## config.mk

```make
export PLATFORM = sky130hd
export DESIGN_NAME = ppu_bg_shifter_bank
export DESIGN_NICKNAME = d
export VERILOG_FILES = /design/src/rtl/ppu_shift_pkg.sv /design/src/rtl/ppu_shift_lane.sv /design/src/rtl/ppu_bg_shifter_bank.sv
export SDC_FILE = /design/constraint.sdc
export NUM_CORES = 1
export LEC_CHECK = 0
export BUFFER_PORTS_ARGS = -buffer_cell sky130_fd_sc_hd__buf_2
export CAP_MARGIN = 20
export CORE_MARGIN = 3
export CORE_UTILIZATION = 32
export DETAILED_ROUTE_END_ITERATION = 8
export GPL_ROUTABILITY_DRIVEN = 0
export PLACE_DENSITY = 0.59
export SETUP_SLACK_MARGIN = 0.3
export SKIP_LAST_GASP = 1
export SYNTH_ARGS = -nofsm -noshare
export SYNTH_HDL_FRONTEND = slang
export SYNTH_SLANG_ARGS = --single-unit
```

## constraint.sdc

```tcl
create_clock -name i_clk -period 4.6 [get_ports i_clk]
set_input_delay 0.23 -clock i_clk [delete_from_list [all_inputs] [get_ports i_clk]]
set_output_delay 0.23 -clock i_clk [all_outputs]
set_load 0.05 [all_outputs]
```

## src/rtl/ppu_shift_pkg.sv

```systemverilog
// Shared constants and types for the PPU background shifter bank.
package ppu_shift_pkg;

    // Default geometry: four lanes of 8-pixel tiles.
    localparam int unsigned DEF_CHANNELS = 4;
    localparam int unsigned DEF_TILE_W   = 8;

    // Lane roles within the default bank.
    localparam int unsigned LANE_PAT_LO  = 0;
    localparam int unsigned LANE_PAT_HI  = 1;
    localparam int unsigned LANE_ATTR_LO = 2;
    localparam int unsigned LANE_ATTR_HI = 3;

    // Operation applied to every lane register on an enabled edge.
    typedef enum logic [1:0] {
        LANE_HOLD   = 2'd0,  // lane register unchanged
        LANE_SHIFT  = 2'd1,  // shift left by one, zero fill
        LANE_RELOAD = 2'd2,  // shift upper half, lower half takes staging
        LANE_LOAD   = 2'd3   // lower half takes staging, upper half kept
    } lane_op_e;

endpackage

```

## src/rtl/ppu_shift_lane.sv

```systemverilog
// One background shift lane: 2*TILE_W shift register, staging latch and
// its staging-full flag. All updates on the falling clock edge.
module ppu_shift_lane
    import ppu_shift_pkg::*;
#(
    parameter int unsigned TILE_W = DEF_TILE_W
) (
    input  logic                  i_clk,
    input  logic                  i_reset_n,
    input  logic                  i_ce,
    input  lane_op_e              i_op,
    input  logic                  i_stage_we,
    input  logic [TILE_W-1:0]     i_stage_data,
    output logic [2*TILE_W-1:0]   o_lane,
    output logic                  o_stage_valid
);

    logic [2*TILE_W-1:0] lane_q;
    logic [TILE_W-1:0]   staging_q;
    logic                valid_q;

    // Lane register: shift / reload / load from the current (pre-write) staging value.
    always_ff @(negedge i_clk or negedge i_reset_n) begin
        if (!i_reset_n) begin
            lane_q <= '0;
        end else if (i_ce) begin
            case (i_op)
                LANE_SHIFT:  lane_q <= {lane_q[2*TILE_W-2:0], 1'b0};
                LANE_RELOAD: lane_q <= {lane_q[2*TILE_W-2:TILE_W-1], staging_q};
                LANE_LOAD:   lane_q <= {lane_q[2*TILE_W-1:TILE_W], staging_q};
                default:     lane_q <= lane_q;
            endcase
        end
    end

    // Staging latch: written by the fetch sequencer, read by reload/load.
    always_ff @(negedge i_clk or negedge i_reset_n) begin
        if (!i_reset_n) begin
            staging_q <= '0;
        end else if (i_ce && i_stage_we) begin
            staging_q <= i_stage_data;
        end
    end

    // Staging-full flag: a concurrent write wins over the consume-clear.
    always_ff @(negedge i_clk or negedge i_reset_n) begin
        if (!i_reset_n) begin
            valid_q <= 1'b0;
        end else if (i_ce) begin
            if (i_stage_we) begin
                valid_q <= 1'b1;
            end else if (i_op == LANE_RELOAD || i_op == LANE_LOAD) begin
                valid_q <= 1'b0;
            end
        end
    end

    assign o_lane        = lane_q;
    assign o_stage_valid = valid_q;

endmodule

```

## src/rtl/ppu_bg_shifter_bank.sv

```systemverilog
// Bank of PPU background shift lanes with shared phase counter,
// automatic tile-boundary reload, underrun flag and fine-X pixel select.
module ppu_bg_shifter_bank
    import ppu_shift_pkg::*;
#(
    parameter int unsigned CHANNELS = DEF_CHANNELS,
    parameter int unsigned TILE_W   = DEF_TILE_W,
    parameter int unsigned OFFSET_W = $clog2(TILE_W),
    parameter int unsigned SEL_W    = (CHANNELS > 1) ? $clog2(CHANNELS) : 1
) (
    input  logic                           i_clk,
    input  logic                           i_reset_n,
    input  logic                           i_ce,
    input  logic                           i_stage_we,
    input  logic [SEL_W-1:0]               i_stage_sel,
    input  logic [TILE_W-1:0]              i_stage_data,
    input  logic                           i_load_now,
    input  logic                           i_shift,
    input  logic                           i_phase_sync,
    input  logic [OFFSET_W-1:0]            i_fine_x,
    output logic [CHANNELS-1:0]            o_pixel,
    output logic [OFFSET_W-1:0]            o_phase,
    output logic                           o_reload,
    output logic [CHANNELS-1:0]            o_stage_valid,
    output logic                           o_underrun,
    output logic [CHANNELS*2*TILE_W-1:0]   o_debug_data
);

    localparam logic [OFFSET_W-1:0] PHASE_LAST = OFFSET_W'(TILE_W - 1);

    logic [OFFSET_W-1:0] phase_q;
    logic [OFFSET_W-1:0] phase_nxt;
    logic                reload_q;
    logic                reload_nxt;
    logic                underrun_q;
    logic                underrun_nxt;
    lane_op_e            lane_op;
    logic [CHANNELS-1:0] stage_we_vec;
    logic [2*TILE_W-1:0] lane_q [CHANNELS];

    // Lane operation and next phase/reload/underrun; phase sync outranks reload.
    always_comb begin
        lane_op      = LANE_HOLD;
        phase_nxt    = phase_q;
        reload_nxt   = 1'b0;
        underrun_nxt = underrun_q;
        if (i_phase_sync) begin
            phase_nxt    = '0;
            underrun_nxt = 1'b0;
            if (i_shift) begin
                lane_op = LANE_SHIFT;
            end else if (i_load_now) begin
                lane_op = LANE_LOAD;
            end
        end else if (i_shift && (i_load_now || phase_q == PHASE_LAST)) begin
            lane_op    = LANE_RELOAD;
            phase_nxt  = '0;
            reload_nxt = 1'b1;
            if (!(&o_stage_valid)) begin
                underrun_nxt = 1'b1;
            end
        end else if (i_shift) begin
            lane_op   = LANE_SHIFT;
            phase_nxt = (phase_q == PHASE_LAST) ? '0 : phase_q + OFFSET_W'(1);
        end else if (i_load_now) begin
            lane_op = LANE_LOAD;
        end
    end

    // Shared control registers; o_reload holds across disabled cycles.
    always_ff @(negedge i_clk or negedge i_reset_n) begin
        if (!i_reset_n) begin
            phase_q    <= '0;
            reload_q   <= 1'b0;
            underrun_q <= 1'b0;
        end else if (i_ce) begin
            phase_q    <= phase_nxt;
            reload_q   <= reload_nxt;
            underrun_q <= underrun_nxt;
        end
    end

    genvar g;
    generate
        for (g = 0; g < CHANNELS; g++) begin : g_lane
            // Select values beyond the lane count never match any lane.
            assign stage_we_vec[g] = i_stage_we && (i_stage_sel == SEL_W'(g));

            ppu_shift_lane #(
                .TILE_W (TILE_W)
            ) u_lane (
                .i_clk         (i_clk),
                .i_reset_n     (i_reset_n),
                .i_ce          (i_ce),
                .i_op          (lane_op),
                .i_stage_we    (stage_we_vec[g]),
                .i_stage_data  (i_stage_data),
                .o_lane        (lane_q[g]),
                .o_stage_valid (o_stage_valid[g])
            );

            assign o_debug_data[g*2*TILE_W +: 2*TILE_W] = lane_q[g];
        end
    endgenerate

    logic [TILE_W-1:0] top_half;
    logic [TILE_W-1:0] top_aligned;

    // Fine-X pick from the upper half: bit (2*TILE_W-1-fine_x) of each lane.
    always_comb begin
        top_half    = '0;
        top_aligned = '0;
        o_pixel     = '0;
        for (int unsigned i = 0; i < CHANNELS; i++) begin
            top_half    = lane_q[i][2*TILE_W-1:TILE_W];
            top_aligned = top_half << i_fine_x;
            o_pixel[i]  = top_aligned[TILE_W-1];
        end
    end

    assign o_phase    = phase_q;
    assign o_reload   = reload_q;
    assign o_underrun = underrun_q;

endmodule

```

* Word-level counts from Yosys, hierarchy flattened *
Cells that the tools add are included.
Widths: inputs -> output; s select.

storage, ports and cells
  word-level logic and storage cells = 84
  register bits after elaboration = 105
  input port bits = 20

cells by class
  shift-type cells = 4
  add/sub/neg operators = 1
  eq/ne operators = 8
  multiplexer cells = 22
  reductions and logical operators = 29
  bitwise gates (word level) = 1

operators by type and width
  kind                 count
  $pmux 16 s3          4
  $shl 8x3->8          4
  $mux 3               4
  $reduce_and 2->1     6
  $reduce_bool 2->1    6
  $mux 1               10
  $logic_and 1x1->1    9
  $eq 2x2->1 const B   4
  $mux 2               4
  $reduce_and 3->1     2
  $reduce_bool 3->1    2
  $eq 2x1->1 const B   2
  $reduce_and 4->1     1
  $add 3x1->3 const B  1
  $eq 3x3->1 const B   1
  $logic_not 2->1      1
  $logic_or 1x1->1     2
  $ne 2x2->1 const B   1
  $not 1->1            1

* Logic depth before layout (Yosys ltp) *
  depth in word-level cells = 9
  depth in mapped cells = 11
  gate-level depth less buffers = 9

* Cells and area by module *
From an unflattened synthesis, not the netlist that was laid out.

second synthesis, totals
  cells, all modules = 403
  area total of the unflattened synthesis = 4927.2 um^2

by module, submodules not included
  module                                 cells an instance  area an instance (um^2)  times used
  ppu_shift_lane (g_lane[1].u_lane ...)  91                 1101.1                   2
  ppu_shift_lane (g_lane[3].u_lane)      91                 1084.8                   1
  ppu_shift_lane (g_lane[0].u_lane)      79                 1051.0                   1
  ppu_bg_shifter_bank                    51                 589.3                    1

==> results.toml <==
[drt]
vias_per_cell = 5.032
wl_per_cell_um = 16.29
drtIter0Drc = 191
wl_um = 10040
dr.pass1.iters = 4
vias = 3100
drc_errors = 0
postRouteAntennaNets = 0

[timing]
tns_ns = 0
timing.hold.ws_ns = 0.4467
finalHoldViolations = 0
worst_pin_slew_ns = 0.6319
fin_skew_ns = 0.005144
rsz0062_at_grt = "true"
slew_headroom_pct = 57.87
setup-violations-final = 0
slew_viol_final = 0

[clock_tree]
numCtsBuffers = 9
clk_path_buf_depth = 2
htree_levels = 3
cts_hold_buf = 0
cts-root-buf = "clkbuf_16"
cts.sinks = 105
clkLatencyLatePin_ns = 0.35
path_clk_slew_ns = 0.05
cts_tree = "yes"

[floorplanning]
start_util_pct = 33.58
die-area_mm2 = 0.01570
rows = 42
fp.dieW_um = 125.3
die_height_um = 125.3
num_io_pins = 97
core-area_mm2 = 0.01356

[power_and_ir_drop]
clkPwrFrac_pct = 23.9
power_density_mw_per_mm2 = 560.1
share_seq_of_total_power_pct = 42.1
p_int_w = 0.001868
vdd.ir_drop.worst_mv = 0.3324
swShare_pct = 39.72
p_leak_nw = 2.867
combPwrFrac_pct = 34.1
p_sw_w = 0.001231

[global_route]
grt_use_total_pct = 13.37
antenna_found_initial = 0
grt_max_degree = 49
grt_pass1_wl_um = 16750
grt_pass1_vias = 3094
grt_overflow_total = 0

[outcome]
status = "finished clean"

[yosys]
synth_async_sr_flop_share_pct = 100.0
ys_warn_count = 0
synth_cell_types = 29
synth_nets = 367
synth_area_mm2 = 0.004553
synth-edff-count = 0
ys_ff_latch = 105
synthFlopType = "dfrtn_1"
ys_seq_area_share_pct = 57.71
syn_area_per_cell_um2 = 13.31
synthesis.instances = 342

[setup_path]
required_ns = 4.37
worstSetupStartpointType = "flop"
crit_arrival_ns = 4.03
worstSetupStartpoint = "g_lane[2].u_lane.o_lane[9]$_DFFE_NN0P_"
r2r_start = "o_phase[0]$_DFFE_NN0P_"
critPathMaxFanout = 4
r2r.worst_path.cells = 10
crit_type = "flop to output pin"
worst_setup_path_end_kind = "output pin"

[final_layout]
seq_area_mm2 = 0.002628
n_fill_cell = 1326
nNetsFinal = 461
area_delta_synth_final_pct = 21.49
antennaDiodeCount = 0
multi_input_area_mm2 = 0.001777
drive_gt1_share_pct = 37.27

[worst_hold_path]
hold_path_startpoint = "g_lane[1].u_lane.o_lane[5]$_DFFE_NN0P_"
min_path_type = "flop to flop"
hold_depth = 2

[flow_run]
cap_violations = 0

[placed_design]
hpwlAfterDp_um = 6932
numPortBuffers = 96
[kinds of logic after synthesis]
logic type	synth area share [%]
DFF	57.71
AOI/OAI and AO/OA	11.79
and+or+nand+nor	5.716
buffers and inverters	3.490
adders and majority gates	1.374
muxes	19.92
[stage by stage]
stage	std cells	setup slack [ns]	power (W)	area (um^2)	utilization [%]
after floorplan	342	0.3848	0.002089	4553	-
after global routing	616	0.2989	0.003267	5532	40.80
after global placement	599	0.3672	0.002359	5235	38.61
final	616	0.3433	0.003098	5532	40.80
after CTS	614	0.3004	0.003139	5514	40.67
after detailed placement	599	0.3278	0.002380	5235	38.61
[cell type report]
type                    instances  area share [%]
flip-flops and latches        105           47.50
inverters                       4          0.2714
clock buffers                  12           4.275
well taps                     176           3.981
multi-input cells             208           32.12
clock inverters                 3          0.7691
repair buffers                108           11.08
[cells in the mapped netlist, drive strengths merged (3+ instances only)]
library cell | n | area [um^2]
inv | 4 | 15.01
mux2i | 28 | 280.3
nand2 | 37 | 138.9
a22o | 36 | 315.3
mux4 | 8 | 210.2
clkbuf | 12 | 45.04
mux2 | 37 | 416.7
ha | 5 | 62.56
a21oi | 3 | 18.77
buf | 13 | 98.84
nor2 | 5 | 18.77
dfrtn | 105 | 2628
nand2b | 3 | 18.77
o21ai | 33 | 165.2
[sequential cells by signal, summed over array words and instances (netlist names)]
signal and count:
g_lane.u_lane.o_lane 64, g_lane.u_lane.o_stage_valid 4, g_lane.u_lane.staging_q 32, o_phase 3, o_reload 1, o_underrun 1
[critical path: stages, from the launching register on]
cell     delay, ns
dfrtn_1       0.38
mux4_1        0.52
mux2_2        0.27
buf_2         0.21
[per-layer routing]
layer / vias up / global-route usage [%] / part of all wire [%]
li1: 1434 / - / -
met1: 1563 / 18.08 / 46
met2: 94 / 19.77 / 46
met3: 9 / 5.501 / 7.1
met4: 0 / 4.018 / 1.0
met5: - / 0 / 0
[power by group through the flow]
stage                     registers, W  clock network [W]  logic, W
after floorplan                0.00174                  0  0.000344
after global placement         0.00131                  0   0.00105
after detailed placement       0.00132                  0   0.00106
after CTS                      0.00131           0.000771   0.00106
after global routing           0.00134           0.000814   0.00112
final                          0.00130           0.000740   0.00106
[cells in the final DEF, fill, tap and decap left out, types with 2 or more instances in the layout]
cell type,Yosys,routed
buf_2,4,94
buf_4,6,11
o21ai_1,2,2
o21ai_0,31,31
o31ai_1,2,2
a21oi_1,2,2
buf_12,0,3
mux2i_1,28,28
nor2_1,5,4
clkbuf_1,12,3
a22o_1,36,36
ha_1,5,5
nand2b_1,3,2
clkbuf_16,0,9
nand2_1,37,37
mux2_2,37,37
nand4b_2,2,2
dfrtn_1,105,105
mux4_1,8,8
inv_1,4,4
[path summary, 6_finish.rpt]
path / to / slack [ns]
setup reg to reg: g_lane[2].u_lane.o_lane[2]$_DFFE_NN0P_ / 2.29
max in group asynchronous: g_lane[0].u_lane.staging_q[4]$_DFFE_NN0P_ / 1.81
min in group asynchronous: g_lane[3].u_lane.o_lane[11]$_DFFE_NN0P_ / 2.09
hold reg to reg: g_lane[1].u_lane.o_lane[5]$_DFFE_NN0P_ / 0.45
setup / recovery: o_pixel[2] / 0.34
hold / removal: g_lane[1].u_lane.o_lane[5]$_DFFE_NN0P_ / 0.45
[what timing repair did]
action                                  4_1_cts  5_1_grt
endpoints found under the setup margin        0        2
resized for setup                             0        2
setup buffers                                 0        2
(Power assumes the default switching activity.)
